### src/rtl/ex_wb_pkg.sv
// Shared definitions for the execute/write-back stage: condition codes, flag
// bit positions and the branch-condition evaluator.
package ex_wb_pkg;

  localparam int DATA_W_DEF = 16;
  localparam int REG_AW_DEF = 3;

  localparam logic [2:0] COND_BE  = 3'b000;
  localparam logic [2:0] COND_BLT = 3'b001;
  localparam logic [2:0] COND_BLE = 3'b010;
  localparam logic [2:0] COND_BNE = 3'b011;
  localparam logic [2:0] COND_B   = 3'b100;

  localparam int FLAG_S = 3;
  localparam int FLAG_Z = 2;
  localparam int FLAG_C = 1;
  localparam int FLAG_V = 0;

  // Encodings above COND_B are reserved and never taken.
  function automatic logic cond_taken(input logic [2:0] cond, input logic s,
                                      input logic z, input logic v);
    logic lt;
    lt = s ^ v;
    case (cond)
      COND_BE:  return z;
      COND_BLT: return lt;
      COND_BLE: return z | lt;
      COND_BNE: return ~z;
      COND_B:   return 1'b1;
      default:  return 1'b0;
    endcase
  endfunction

endpackage

### src/rtl/ex_wb_stage_result_fifo.sv
// In-order result FIFO with valid/ready on both sides; the head is read
// combinationally from storage, so there is no read latency.
module result_fifo #(
  parameter int WIDTH = 20,
  parameter int DEPTH = 2
) (
  input  logic             clk_i,
  input  logic             rst_ni,
  input  logic             in_valid_i,
  output logic             in_ready_o,
  input  logic [WIDTH-1:0] in_data_i,
  output logic             out_valid_o,
  input  logic             out_ready_i,
  output logic [WIDTH-1:0] out_data_o
);

  localparam int AW = (DEPTH > 1) ? $clog2(DEPTH) : 1;
  localparam int CW = $clog2(DEPTH) + 1;
  localparam logic [CW-1:0] FULL = CW'(DEPTH);

  logic [WIDTH-1:0] mem_q [DEPTH];
  logic [AW-1:0]    wr_ptr_q, rd_ptr_q;
  logic [CW-1:0]    count_q, count_d;
  logic             accept, drain;

  assign in_ready_o  = (count_q != FULL);
  assign out_valid_o = (count_q != '0);
  assign out_data_o  = mem_q[rd_ptr_q];
  assign accept      = in_valid_i & in_ready_o;
  assign drain       = out_valid_o & out_ready_i;

  always_comb begin
    count_d = count_q;
    case ({accept, drain})
      2'b10:   count_d = count_q + 1'b1;
      2'b01:   count_d = count_q - 1'b1;
      default: count_d = count_q;
    endcase
  end

  // NOTE: storage is reset as well so stale heads never carry X downstream;
  // pointers wrap naturally because DEPTH is a power of two.
  always_ff @(posedge clk_i) begin
    if (!rst_ni) begin
      wr_ptr_q <= '0;
      rd_ptr_q <= '0;
      count_q  <= '0;
      for (int i = 0; i < DEPTH; i++) mem_q[i] <= '0;
    end else begin
      count_q <= count_d;
      if (accept) begin
        mem_q[wr_ptr_q] <= in_data_i;
        wr_ptr_q        <= wr_ptr_q + 1'b1;
      end
      if (drain) rd_ptr_q <= rd_ptr_q + 1'b1;
    end
  end

endmodule

### src/rtl/ex_wb_stage.sv
// Execute/write-back boundary: buffers results for the register file, holds
// the architectural flags and resolves conditional branches against them.
module ex_wb_stage
  import ex_wb_pkg::*;
#(
  parameter int DATA_W    = DATA_W_DEF,
  parameter int REG_AW    = REG_AW_DEF,
  parameter int BUF_DEPTH = 2
) (
  input  logic              clk_i,
  input  logic              rst_ni,
  input  logic              in_valid_i,
  output logic              in_ready_o,
  input  logic [DATA_W-1:0] alu_result_i,
  input  logic [3:0]        alu_flags_i,
  input  logic              alu_flag_wr_i,
  input  logic [REG_AW-1:0] in_rd_i,
  input  logic              in_reg_write_i,
  input  logic              in_branch_i,
  input  logic [2:0]        in_cond_i,
  input  logic [DATA_W-1:0] in_br_target_i,
  output logic              out_valid_o,
  input  logic              out_ready_i,
  output logic [DATA_W-1:0] wb_data_o,
  output logic [REG_AW-1:0] wb_rd_o,
  output logic              wb_reg_write_o,
  output logic [3:0]        flags_o,
  output logic              br_taken_o,
  output logic [DATA_W-1:0] br_target_o
);

  localparam int EW = DATA_W + REG_AW + 1;

  logic [EW-1:0]     fifo_out;
  logic              accept;
  logic [3:0]        flags_q, flags_d;
  logic              br_taken_q, br_taken_d;
  logic [DATA_W-1:0] br_target_q, br_target_d;

  result_fifo #(.WIDTH(EW), .DEPTH(BUF_DEPTH)) u_fifo (
    .clk_i      (clk_i),
    .rst_ni     (rst_ni),
    .in_valid_i (in_valid_i),
    .in_ready_o (in_ready_o),
    .in_data_i  ({alu_result_i, in_rd_i, in_reg_write_i}),
    .out_valid_o(out_valid_o),
    .out_ready_i(out_ready_i),
    .out_data_o (fifo_out)
  );

  assign {wb_data_o, wb_rd_o, wb_reg_write_o} = fifo_out;
  assign accept = in_valid_i & in_ready_o;

  // NOTE: every always_comb output gets a default first so no latch is inferred.
  // Branches see flags_q (pre-update), so a flag-writing branch tests old flags.
  always_comb begin
    flags_d     = flags_q;
    br_taken_d  = 1'b0;
    br_target_d = br_target_q;
    if (accept) begin
      if (alu_flag_wr_i) flags_d = alu_flags_i;
      if (in_branch_i && cond_taken(in_cond_i, flags_q[FLAG_S], flags_q[FLAG_Z],
                                    flags_q[FLAG_V])) begin
        br_taken_d  = 1'b1;
        br_target_d = in_br_target_i;
      end
    end
  end

  // NOTE: sequential state uses non-blocking assignments only.
  always_ff @(posedge clk_i) begin
    if (!rst_ni) begin
      flags_q     <= 4'b0000;
      br_taken_q  <= 1'b0;
      br_target_q <= '0;
    end else begin
      flags_q     <= flags_d;
      br_taken_q  <= br_taken_d;
      br_target_q <= br_target_d;
    end
  end

  assign flags_o     = flags_q;
  assign br_taken_o  = br_taken_q;
  assign br_target_o = br_target_q;

endmodule

### config.mk
export PLATFORM = sky130hd
export DESIGN_NAME = ex_wb_stage
export DESIGN_NICKNAME = d
export VERILOG_FILES = /design/src/rtl/ex_wb_pkg.sv /design/src/rtl/ex_wb_stage_result_fifo.sv /design/src/rtl/ex_wb_stage.sv
export SDC_FILE = /design/constraint.sdc
export NUM_CORES = 1
export LEC_CHECK = 0
export BUFFER_PORTS_ARGS = -buffer_cell sky130_fd_sc_hd__buf_4
export CAP_MARGIN = 20
export CORE_MARGIN = 1
export CORE_UTILIZATION = 45
export CTS_CLUSTER_DIAMETER = 30
export DETAILED_ROUTE_END_ITERATION = 8
export PLACE_DENSITY = 0.75
export SLEW_MARGIN = 30
export SYNTH_ARGS = -nofsm -noshare
export SYNTH_HDL_FRONTEND = slang
export SYNTH_SLANG_ARGS = --single-unit
### constraint.sdc
create_clock -name clk_i -period 2.6 [get_ports clk_i]
set_clock_uncertainty 0.2 [all_clocks]
set_input_delay 0.39 -clock clk_i [delete_from_list [all_inputs] [get_ports clk_i]]
set_output_delay 0.39 -clock clk_i [all_outputs]
set_load 0.01 [all_outputs]
==> results.yml <==
run_status:
  status: "completed"
floorplanning:
  core_um2: 5990
  die_w_um: 81.4
  rows: 28
  ios: 92
  fp.dieH_um: 81.4
  initial_core_util: 0.473
  die-area_um2: 6630
hold_path:
  hold_depth: 3
  hp-class: "in -> reg"
timing:
  hold_slack_ps: 96.6
  rsz0062_at_grt: "false"
  period_needed_ps: 2040
  fin_crit_sh: 0.785
  fmax_mhz: 490
  relSlewSlack: 0.741
  tightest_slew_ps: 388
  hold_viol_final: 0
  setup_viol: 0
  slew_violations: 0
worst_setup_path:
  path_class: "reg -> out"
  slowest_stage: "mux2_2"
  worst_ep_required_time_ps: 2010
  cp_common_cell: "buf_4"
  crit_chain: "buf_4 -> mux2_2 -> buf_4"
  cp_num_buf_inv: 2
  critPathTopFamily: "buffers and inverters"
  critPathMaxStageDelay_ps: 380
  critPathCaptureType: "output pin"
  r2r_cells: 5
  cp_max_fo: 20
  cp_num_cells: 3
  worstSetupStartpointType: "register"
  cp.arrival_ps: 1450
grt:
  top_usage_layer: "met2"
  grt_pass1_vias: 1924
  antenna_found_initial: 0
  grt_use_met1: 0.179
  grt_use_total: 0.172
  grt_first_pass_wirelength_mm: 8.27
  global_route.usage.met2: 0.293
  grt_use_met3: 0.0596
  grt.overflow.total: 0
  grt_max_degree: 36
route:
  post_drt_wl_per_cell_um: 13.2
  wl_mm: 5.36
  vias: 1952
  drc: 0
  via_per_inst: 4.82
  drt-initial-drc-count: 59
  ant_nets: 0
  drt_pass1_iterations: 4
pwr:
  peakVddDrop_mv: 0.407
  intPower_mw: 2.30
  clkPwrFrac: 0.295
  p_leak_nw: 1.76
  power_mw: 3.16
  power_density_nw_per_um2: 830
  netSwitchingFraction: 0.272
  p_switching_mw: 0.861
  comb_power_share: 0.278
  pwr-share-seq: 0.428
synthesis:
  synth_area_per_cell_um2: 12.3
  async_flop_share: 0
  syn_inst: 230
  synth_edf_count: 40
  ys_types: 27
  synth_nets: 280
  synthFlopType: "edfxtp_1"
  syn_area_um2: 2840
  ys_warn_count: 0
  ys_ff_latch: 66
  seq_area_frac_synth: 0.607
layout:
  syn_to_final_growth_pct: 34.2
  diodes: 0
  drive_gt1_frac: 0.427
  nets: 375
placement:
  io_buffers: 91
  gp_congestion: 0.641
  place_hpwl_mm: 3.55
clocking:
  cts-root-buf: "clkbuf_8"
  hold_buffers: 0
  htreeDepth: 3
  post_cts_buffers: 0
  cts_made_buffers: 9
  ctsResizeCount: 0
  cts.clk_slew.worst_paths_ps: 70
  worstSkewPairLatency_ps: 330
  cts_tree: "yes"
  clk_path_buf_depth: 2
  cts.sinks: 66
job:
  drv_cap: 0
## worst min-delay path, stage by stage
cell     delay, ps
buf_4           80
mux2i_1         50
nor2_1          70
## per-stage QoR
stage / cells / setup WS (ps) / util / area [um2] / TNS [ps]
floorplan: 230 / -103 / - / 2840 / -4130
global placement: 389 / 700 / 0.599 / 3590 / 0
detailed placement: 389 / 634 / 0.599 / 3590 / 0
CTS: 405 / 517 / 0.636 / 3810 / 0
global route: 405 / 500 / 0.636 / 3810 / 0
finish: 405 / 560 / 0.636 / 3810 / 0
## power groups by stage
stage	Combinational [mW]	Sequential, mW	Clock [mW]
finish	0.878	1.35	0.932
CTS	0.894	1.35	0.954
detailed placement	0.888	1.37	0
floorplan	0.509	1.37	0
global route	0.960	1.37	0.996
global placement	0.869	1.36	0
## flip-flops by register name (all words and copies together), names as in the netlist, named ones only
name             flops
br_taken_o           1
br_target_o         16
flags_o              4
u_fifo.count_q       2
u_fifo.mem_q        40
u_fifo.rd_ptr_q      1
u_fifo.wr_ptr_q      1
## synthesized netlist by cell type, types with 2 or more instances
cell type / count / area share
clkbuf_1: 8 / 0.011
nand2_1: 34 / 0.045
xnor2_1: 3 / 0.0093
and2_1: 42 / 0.093
edfxtp_1: 40 / 0.42
mux2_2: 20 / 0.079
nor3_1: 2 / 0.0035
xor2_1: 2 / 0.0062
dfxtp_1: 26 / 0.18
dlygate4sd1_1: 2 / 0.0062
nor2_1: 10 / 0.013
o21ai_0: 4 / 0.0071
inv_1: 3 / 0.0040
or2_2: 2 / 0.0044
mux2i_1: 20 / 0.071
## cell families after synthesis
group,after synthesis,share of synthesized area
AOI/OAI and AO/OA,8,0.0172
xor gates and xnor gates,5,0.0154
adders and majority gates,1,0.00441
buffers and inverters,16,0.0344
DFF,66,0.607
muxes,40,0.150
and+or+nand+nor,94,0.172
## worst paths after layout
check | start | endpoint | slack, ps
worst min register to register | br_target_o[9]$_SDFFE_PN0P_ | br_target_o[9]$_SDFFE_PN0P_ | 260
worst min-delay path | alu_flags_i[2] | flags_o[2]$_SDFFE_PN0P_ | 100
worst max-delay path | register | wb_rd_o[1] | 560
worst max register to register | u_fifo.count_q[0]$_SDFFE_PN0P_ | u_fifo.count_q[1]$_SDFFE_PN0P_ | 620
## metal layers
metal | vias up | wire length (um)
li1 | 969 | -
met1 | 909 | 2260
met2 | 67 | 2620
met4 | 0 | 75
met5 | - | 0
met3 | 7 | 403
## layout by cell type (no fill, tap or decap), drive strengths merged, types with 5 or more instances in the layout
cell    instances
edfxtp         40
buf            97
nor2           10
o21ai           5
nand2          35
and2           42
mux2i          20
dfxtp          26
clkbuf          9
mux2           20
## area by class of cell
| cell class | count | area (um2) |
|---|---|---|
| Fill cell | 507 | 2180 |
| Inverter | 3 | 11.3 |
| Sequential cell | 66 | 1720 |
| Multi-Input combinational cell | 148 | 1030 |
| Clock inverter | 7 | 93.8 |
| Timing Repair Buffer | 97 | 728 |
| Tap cell | 75 | 93.8 |
| Clock buffer | 9 | 124 |
No activity file was read; power rests on OpenSTA's default activity.
